<file path="config.mk">
export PLATFORM = sky130hd
export DESIGN_NAME = sap1_mem_arbiter
export DESIGN_NICKNAME = d
export VERILOG_FILES = /design/src/rtl/sap1_mem_arbiter.sv
export SDC_FILE = /design/constraint.sdc
export NUM_CORES = 1
export LEC_CHECK = 0
export ABC_AREA = 1
export ABC_CLOCK_PERIOD_IN_PS = 1590
export CAP_MARGIN = 15
export CORE_MARGIN = 8
export CORE_UTILIZATION = 37
export CTS_BUF_LIST = sky130_fd_sc_hd__clkbuf_4
export CTS_CLUSTER_DIAMETER = 200
export DETAILED_ROUTE_END_ITERATION = 7
export PLACE_DENSITY = 0.85
export RECOVER_POWER = 25
export SYNTH_ARGS = -nofsm -noshare
export SYNTH_HDL_FRONTEND = slang
export SYNTH_SLANG_ARGS = --single-unit
</file>
<file path="constraint.sdc">
create_clock -name clk -period 1.59 [get_ports clk]
set_input_delay 0.2385 -clock clk [delete_from_list [all_inputs] [get_ports clk]]
set_output_delay 0.2385 -clock clk [all_outputs]
set_load 0.005 [all_outputs]
</file>
<file path="src/rtl/sap1_mem_arbiter.sv">
// sap1_mem_arbiter
//   Arbitrates the SAP-1 program RAM between the CPU datapath and an external
//   program loader. After reset the loader owns the RAM and the CPU is held.
//   A loader beat flagged ld_last hands the RAM to the CPU. The loader gets
//   the RAM back only after a CPU HLT followed by a new loader beat.
//
//   Optional feature: define SAP_ARB_PREEMPT_EN to let a loader beat arriving
//   while the CPU runs pre-empt it. The CPU then finishes its current
//   instruction (DRAIN) and the arbiter returns to LOAD at the next insn_end.
//
// Ports
//   clk, clrn        : clock, asynchronous active-low reset
//   cpu_addr/cpu_ce_n: CPU (MAR / control word CE) RAM request
//   insn_end         : pulse in the last T-state of each instruction
//   cpu_hlt          : CPU has executed HLT (level)
//   ld_valid/ld_addr/ld_data/ld_last : loader write beat
//   ld_ready         : loader beats are accepted
//   ram_addr/ram_wdata/ram_we/ram_ce_n : RAM port
//   cpu_hold         : freezes ring counter / PC
//   load_cnt         : beats accepted in current load (saturating at 2^ADDR_W)
module sap1_mem_arbiter #(
  parameter int ADDR_W = 4,
  parameter int DATA_W = 8
) (
  input  logic              clk,
  input  logic              clrn,
  input  logic [ADDR_W-1:0] cpu_addr,
  input  logic              cpu_ce_n,
  input  logic              insn_end,
  input  logic              cpu_hlt,
  input  logic              ld_valid,
  input  logic [ADDR_W-1:0] ld_addr,
  input  logic [DATA_W-1:0] ld_data,
  input  logic              ld_last,
  output logic              ld_ready,
  output logic [ADDR_W-1:0] ram_addr,
  output logic [DATA_W-1:0] ram_wdata,
  output logic              ram_we,
  output logic              ram_ce_n,
  output logic              cpu_hold,
  output logic [ADDR_W:0]   load_cnt
);

  typedef enum logic [1:0] {
    ST_LOAD,
    ST_RUN,
    ST_DRAIN,
    ST_HALT
  } state_t;

  localparam logic [ADDR_W:0] CNT_MAX = {1'b1, {ADDR_W{1'b0}}};
  localparam logic [ADDR_W:0] CNT_ONE = {{ADDR_W{1'b0}}, 1'b1};

  state_t          r_state;
  state_t          w_next;
  logic [ADDR_W:0] r_load_cnt;
  logic            w_accept;
  logic            w_cnt_clr;

  // Handshake is also qualified by clrn so that no write strobe can reach
  // the RAM while reset is held, even if the loader keeps ld_valid high.
  assign ld_ready  = (r_state == ST_LOAD);
  assign cpu_hold  = (r_state == ST_LOAD) || (r_state == ST_HALT);
  assign w_accept  = ld_valid & ld_ready & clrn;
  assign ram_wdata = ld_data;
  assign load_cnt  = r_load_cnt;

  always_ff @(posedge clk or negedge clrn) begin
    if (!clrn) begin
      r_state    <= ST_LOAD;
      r_load_cnt <= '0;
    end else begin
      r_state <= w_next;
      if (w_cnt_clr)
        r_load_cnt <= '0;
      else if (w_accept && (r_load_cnt != CNT_MAX))
        r_load_cnt <= r_load_cnt + CNT_ONE;
    end
  end

  always_comb begin
    w_next    = r_state;
    w_cnt_clr = 1'b0;
    ram_addr  = '0;
    ram_ce_n  = 1'b1;
    ram_we    = 1'b0;
    case (r_state)
      ST_LOAD: begin
        if (w_accept) begin
          ram_we   = 1'b1;
          ram_ce_n = 1'b0;
          ram_addr = ld_addr;
          if (ld_last)
            w_next = ST_RUN;
        end
      end
      ST_RUN: begin
        ram_addr = cpu_addr;
        ram_ce_n = cpu_ce_n;
        // HLT takes priority over a pre-empting loader beat.
        if (cpu_hlt)
          w_next = ST_HALT;
`ifdef SAP_ARB_PREEMPT_EN
        else if (ld_valid)
          w_next = ST_DRAIN;
`endif
      end
      ST_DRAIN: begin
        // CPU keeps the RAM until its current instruction completes.
        ram_addr = cpu_addr;
        ram_ce_n = cpu_ce_n;
        if (cpu_hlt || insn_end) begin
          w_next    = ST_LOAD;
          w_cnt_clr = 1'b1;
        end
      end
      ST_HALT: begin
        if (ld_valid) begin
          w_next    = ST_LOAD;
          w_cnt_clr = 1'b1;
        end
      end
      default: w_next = ST_LOAD;
    endcase
  end

endmodule

</file>
==> impl_results.md, run 1 <==
* Main synth FF type: dfrtp_1
* CTS max path bufs at 2
* WL/cell at 12.58 um
* CTS H-tree depth at 1
* Gr usage total at 11.40%
* Routed WL at 2.000 mm
* Internal power at 0.9093 mW
* Clk Latency, worst-skew pair at 250 ps
* Setup crit start: r_state[1]
* Mapped Area at 686.9 um^2
* Max IR drop VDD at 0.0006964 V
* CTS Hold Bufs at 0
* Ant diodes at 0
* Yosys cell types at 17
* Final-report hold violation count at 0
* Clk network pwr share at 11.2%
* Final Util at 60.93%
* Post-DP HPWL at 1.597 mm
* Outcome: finished with violations
* Initial Util at 39.35%
* Die width at 59.09 um
* R2R Setup Slk at 80 ps
* Yosys reg bits at 7
* Hold_ws at 381.3 ps
* Failing checks: negative setup slack
* Critical path capture point type: output pin
* First-pass GRT wire length at 3.180 mm
* DRC Markers at 0
* Gpl congestion at 0.8474
* Post-synth top area share at 25.50%
* Switching share of power at 41.85%
* Area Growth Syn to Fin at 54.83%
* Post-synth ARST share at 100.0%
* Fmax achieved at 605.2 MHz
* P per Cell Area at 1470 nW/um^2
* Crit path launch type: flop
* Critical Path AT at 1410 ps
* Sink Count at 7
* Sequential area share after synthesis at 25.50%
* Antenna violations before repair at 0
* Endpoints failing setup at 4
* Tcrit/Tclk final at 103.9%
* CTS tree: done
* Unrepaired setup endpoints after global routing: yes
* IO buf count at 27
* Setup crit end: ram_addr[1]
* Vias in the first global route at 758
* Seq pwr share at 18.2%
* CTS buffer count at 3
* Fin crit period at 1652 ps
* Top cells by area, synth: dfrtp_1 (26%), nand2_1 (16%), ha_1 (13%)
* # IOs at 44
* Count leader, synth: nand2_1
* Initial DRC count at 16
* Slew headroom at 80.54%
* Req. time, crit path at 1350 ps
* LEAKAGE at 0.5589 nW
* Total Nets Final at 165
* Worst slew pin tran at 291.2 ps
* RR Endpoint: load_cnt[1]
* Die Footprint at 3491 um^2
* Sw power at 0.6545 mW
* Max Clock Skew at 2.240 ps
* Rows at 15
* YS warnings at 0
* Via count at 769
* EDFF count, synth at 0
* Core area at 1745 um^2
* Synth area leader: dfrtp_1
* Post-DRT Antenna Nets at 0
* Remaining Overflow, GRT at 0
* Largest net degree at the start of global routing at 11
* Max FO, Critical Path at 5
* Slew Limit Fails at 0
* Syn Nets at 130
* Die Height at 59.09 um
* Dpl ws at -315.2 ps
* Root Driver: clkbuf_4
* Worst-path clk slew at 50 ps
* Reg2Reg Depth at 7
* Share of cells above drive strength 1 at 26.87%
* Post-synth top cells: nand2_1 (29), nand3_1 (15), inv_1 (13), buf_4 (8)
* Maxcap violations at 0
* HP Class: in2async
* DP Area at 987.2 um^2
* Critical R2R Launch: r_state[1]
* CP Class: reg2out
* Drt pass-1 iters at 5
* Combinational power share at 70.6%
* Syn Inst Count at 100
* Worst setup margin at -62.21 ps
* Synth Area per Inst at 6.869 um^2
* Final Cell Area at 1064 um^2
* Vias per cell at 4.836
## what timing repair did
action | in CTS | in global routing
setup endpoints to repair | 8 | 7
setup buffers | 2 | 1
pin swaps | 1 | 1
resized for setup | 29 | 6
## layout by cell type, fill, tap and decap left out
master / synthesis / routed
ha_1: 7 / 5
buf_2: 1 / 4
a21oi_2: 0 / 2
nand2_2: 2 / 2
ha_4: 0 / 2
nand4_1: 4 / 4
nand3_1: 15 / 14
dfrtp_2: 0 / 1
nor2_1: 3 / 2
inv_2: 1 / 3
nand3_4: 0 / 1
buf_6: 1 / 1
a21oi_1: 5 / 3
clkbuf_2: 0 / 1
clkinv_2: 1 / 1
a21boi_4: 1 / 1
dlygate4sd2_1: 0 / 3
clkbuf_4: 0 / 4
nor2_2: 0 / 1
clkdlybuf4s50_1: 0 / 19
buf_4: 8 / 12
nand2_1: 29 / 29
o21ai_0: 1 / 1
xor2_1: 1 / 1
inv_1: 13 / 11
dfrtp_1: 7 / 6
## power groups by stage
stage	registers [mW]	clock network (mW)	logic, mW
after CTS	0.284	0.182	1.06
after detailed placement	0.283	0	1.05
after global placement	0.276	0	1.02
after floorplan	0.287	0	0.506
final	0.285	0.175	1.10
after global routing	0.291	0.201	1.22
## cell type report
cell class                 instances  area (um^2)
fill                             151        681.9
multi-input combinational         68        425.4
timing repair buffer              40        342.8
sequential                         7        176.4
inverter                          15        57.56
tap                               25        31.28
clock buffer                       4        30.03
## kinds of logic after synthesis
family	synth area share (%)
buffers and inverters	19.49
xor gates and xnor gates	1.275
DFF	25.50
adders and majority gates	12.75
AOI/OAI and AO/OA	7.103
and+or+nand+nor	33.88
## registers in the layout (all words and copies together) (netlist names)
register,flops
load_cnt,5
r_state,2
## layer usage
metal | vias up | track usage, % | routed length (um)
li1 | 378 | - | -
met1 | 345 | 11.48 | 839
met2 | 42 | 19.94 | 896
met4 | 0 | 4.096 | 34
met3 | 4 | 5.423 | 231
met5 | - | 0 | 0
## per-stage QoR
stage	power, mW	cells	setup TNS (ps)
finish	1.564	159	-152.4
floorplan	0.7923	100	0
global placement	1.291	152	-1202
detailed placement	1.334	152	-1353
global route	1.714	159	-480.4
CTS	1.528	158	-161.2
## worst min-delay path by stage
| stage | startpoint | end | slack, ps | depth (start not counted) |
|---|---|---|---|---|
| 6_report | clrn | load_cnt[3] | 380 | 2 |
| 5_1_grt | clrn | r_state[0] | 390 | 2 |
| 4_1_cts | clrn | r_state[0] | 330 | 2 |
| 3_5_place_dp | ld_data[1] | ram_wdata[1] | 480 | 0 |
| 3_3_place_gp | ld_data[1] | ram_wdata[1] | 480 | 0 |
| 2_1_floorplan | clrn | load_cnt[0] | -60 | 0 |
## worst max-delay path, cell delays in order (launching register included)
cell      delay (ps)
dfrtp_1          390
inv_2             90
ha_4             150
nand3_4           70
clkinv_2          60
buf_6            100
nand2_1           50
a21oi_1          140
buf_2            130
No activity file was read; power rests on OpenSTA's default activity.
==> inputs of run 2 (changes only) <==
--- a/config.mk
+++ b/config.mk
@@ -14,2 +14,3 @@
 export CTS_CLUSTER_DIAMETER = 200
+export CTS_CLUSTER_SIZE = 16
 export DETAILED_ROUTE_END_ITERATION = 7
--- a/constraint.sdc
+++ b/constraint.sdc
@@ -3,2 +3,2 @@
 set_output_delay 0.2385 -clock clk [all_outputs]
-set_load 0.005 [all_outputs]
+set_load 0.02 [all_outputs]
==> run 2 against run 1 <==
The flow still finishes with violations (negative setup slack). Critical path depth fell by 1. Largest cell class unchanged. Maximum frequency rose by 0.96%. Non-clock buffer count grew 1.
==> impl_results.md, run 2 (synthesis results as in run 1) <==
* Post-DRT Antenna Nets at 0 (unchanged)
* Slew headroom at 83.49% (was 80.54%)
* Area Growth Syn to Fin at 64.30% (was 54.83%)
* Gr usage total at 12.62% (was 11.40%)
* Vias per cell at 4.957 (was 4.836)
* Failing checks: negative setup slack (unchanged)
* Clk network pwr share at 9.7% (was 11.2%)
* Delay-heaviest family, CP: flip-flops (unchanged)
* Critical path capture point type: output pin (unchanged)
* Fin crit period at 1637 ps (was 1652 ps)
* Total Nets Final at 167 (was 165)
* Drt pass-1 iters at 4 (was 5)
* Die Height at 59.09 um (unchanged)
* Antenna violations before repair at 0 (unchanged)
* Max FO, Critical Path at 6 (was 5)
* Slowest-stage cell, CP: dfrtp_1 (unchanged)
* First-pass GRT wire length at 3.505 mm (was 3.180 mm)
* Most common cell after layout, fill and taps aside: nand2_1 (unchanged)
* Root Driver: clkbuf_4 (unchanged)
* Internal power at 0.9708 mW (was 0.9093 mW)
* Setup TNS at -167.7 ps (was -152.4 ps)
* Slew Limit Fails at 0 (unchanged)
* Dpl ws at -425.2 ps (was -315.2 ps)
* Share of cells above drive strength 1 at 32.35% (was 26.87%)
* CTS Hold Bufs at 0 (unchanged)
* Fmax achieved at 611.0 MHz (was 605.2 MHz)
* Unrepaired setup endpoints after global routing: yes (unchanged)
* Maxcap violations at 0 (unchanged)
* Ant diodes at 0 (unchanged)
* CTS tree: done (unchanged)
* Max IR drop VDD at 0.001144 V (was 0.0006964 V)
* CTS max path bufs at 2 (unchanged)
* LEAKAGE at 0.6479 nW (was 0.5589 nW)
* CTS buffer count at 3 (unchanged)
* Endpoints failing setup at 4 (unchanged)
* Tcrit/Tclk final at 102.9% (was 103.9%)
* DRC Markers at 0 (unchanged)
* IO buf count at 27 (unchanged)
* Gpl congestion at 0.8003 (was 0.8474)
* Max reg flops at 5 (unchanged)
* Fill cell count at 154 (was 151)
* Cell Chain, Critical Path: inv_2 -> ha_4 -> nand3_4 -> clkinv_4 -> nand2_2 -> a21oi_2 -> buf_6 (was inv_2 -> ha_4 -> nand3_4 -> clkinv_2 -> buf_6 -> nand2_1 -> a21oi_1 -> buf_2)
* CTS H-tree depth at 1 (unchanged)
* Worst-path clk slew at 50 ps (about the same)
* HP Class: in2async (unchanged)
* Placed Cells at 152 (unchanged)
* Post-DP HPWL at 1.556 mm (was 1.597 mm)
* Remaining Overflow, GRT at 0 (unchanged)
* Routed WL at 2.115 mm (was 2.000 mm)
* Max Clock Skew at 7.198 ps (was 2.240 ps)
* Leading cell types in the layout, fill and taps excluded: nand2_1 (27), buf_4 (16), clkdlybuf4s50_1 (15) (was nand2_1 (29), clkdlybuf4s50_1 (19), nand3_1 (14))
* Final cell count without fillers at 161 (was 159)
* Sink Count at 7 (unchanged)
* Critical Path AT at 1400 ps (was 1410 ps)
* Die Footprint at 3491 um^2 (unchanged)
* # IOs at 44 (unchanged)
* Via count at 798 (was 769)
* CP Class: reg2out (unchanged)
* Crit path largest cell delay at 410 ps (was 390 ps)
* Final-report hold violation count at 0 (unchanged)
* Rows at 15 (unchanged)
* Worst slew pin tran at 247.6 ps (was 291.2 ps)
* Seq pwr share at 15.7% (was 18.2%)
* P per Cell Area at 1627 nW/um^2 (was 1470 nW/um^2)
* Combinational power share at 74.7% (was 70.6%)
* Hold_ws at 369.6 ps (was 381.3 ps)
* WL/cell at 13.14 um (was 12.58 um)
* Req. time, crit path at 1350 ps (about the same)
* Initial Util at 39.35% (unchanged)
* Initial DRC count at 17 (was 16)
* Core area at 1745 um^2 (unchanged)
* Vias in the first global route at 835 (was 758)
* Total power at 1.836 mW (was 1.564 mW)
* Clk Latency, worst-skew pair at 250 ps (about the same)
* Sw power at 0.8650 mW (was 0.6545 mW)
* Switching share of power at 47.12% (was 41.85%)
* Worst setup margin at -46.53 ps (was -62.21 ps)
* Outcome: finished with violations (unchanged)
* Worst path bufs/invs at 3 (was 4)
* Largest net degree at the start of global routing at 11 (unchanged)
* Crit path launch type: flop (unchanged)
* Die width at 59.09 um (unchanged)
## run 2: timing repair
action | in CTS | in global routing
gates resized for setup | 40 | 15
gates cloned | 0 | 1
buffers inserted | 3 | 1
pin swaps | 3 | 2
endpoints found under the setup margin | 8 | 17
## run 2: worst reg2reg max path, delay by kind of cell (launching register included)
kind	cells	cell delay, ps
adder cells (fa/ha/maj)	1	170
flip-flops	1	390
AND/OR/NAND/NOR	4	330
buffers and inverters	5	500
## run 2: path summary, 6_finish.rpt
path	start	end	slack, ps	depth (start not counted)
max in group asynchronous	clrn	load_cnt[3]	1090	2
worst min register to register	load_cnt[4]	load_cnt[4]	610	2
worst min-delay path	clrn	r_state[1]	370	2
min in group clk	ld_data[4]	ram_wdata[4]	480	0
worst max register to register	r_state[0]	load_cnt[3]	80	10
worst max-delay path	r_state[0]	ram_addr[0]	-50	7
## run 2: per-layer routing
layer  track usage [%]  wire [um]  up-vias
li1                  -          -      383
met1             12.42        791      367
met2             22.12       1066       44
met3             6.074        221        4
met4             5.119         35        0
met5                 0          0        -
## run 2: stage by stage
step	utilization, %	instance area [um^2]
floorplan	-	704.4
detailed placement	57.56	1005
CTS	61.86	1080
global placement	57.56	1005
finish	64.66	1129
global route	64.66	1129
## run 2: final cells by class
| cell class | count | area [um^2] | area share [%] |
|---|---|---|---|
| clock buffer | 4 | 30.03 | 2.661 |
| timing repair buffer | 41 | 369.1 | 32.71 |
| inverter | 15 | 61.31 | 5.432 |
| sequential | 7 | 175.2 | 15.52 |
| multi-input combinational | 69 | 461.7 | 40.91 |
| tap | 25 | 31.28 | 2.772 |
## run 2: power groups by stage
| stage | clock network [mW] | logic (mW) | registers, mW |
|---|---|---|---|
| 2_1_floorplan | 0 | 0.708 | 0.313 |
| 3_3_place_gp | 0 | 1.20 | 0.284 |
| 3_5_place_dp | 0 | 1.24 | 0.292 |
| 4_1_cts | 0.181 | 1.32 | 0.286 |
| 5_1_grt | 0.202 | 1.51 | 0.290 |
| 6_report | 0.177 | 1.37 | 0.288 |
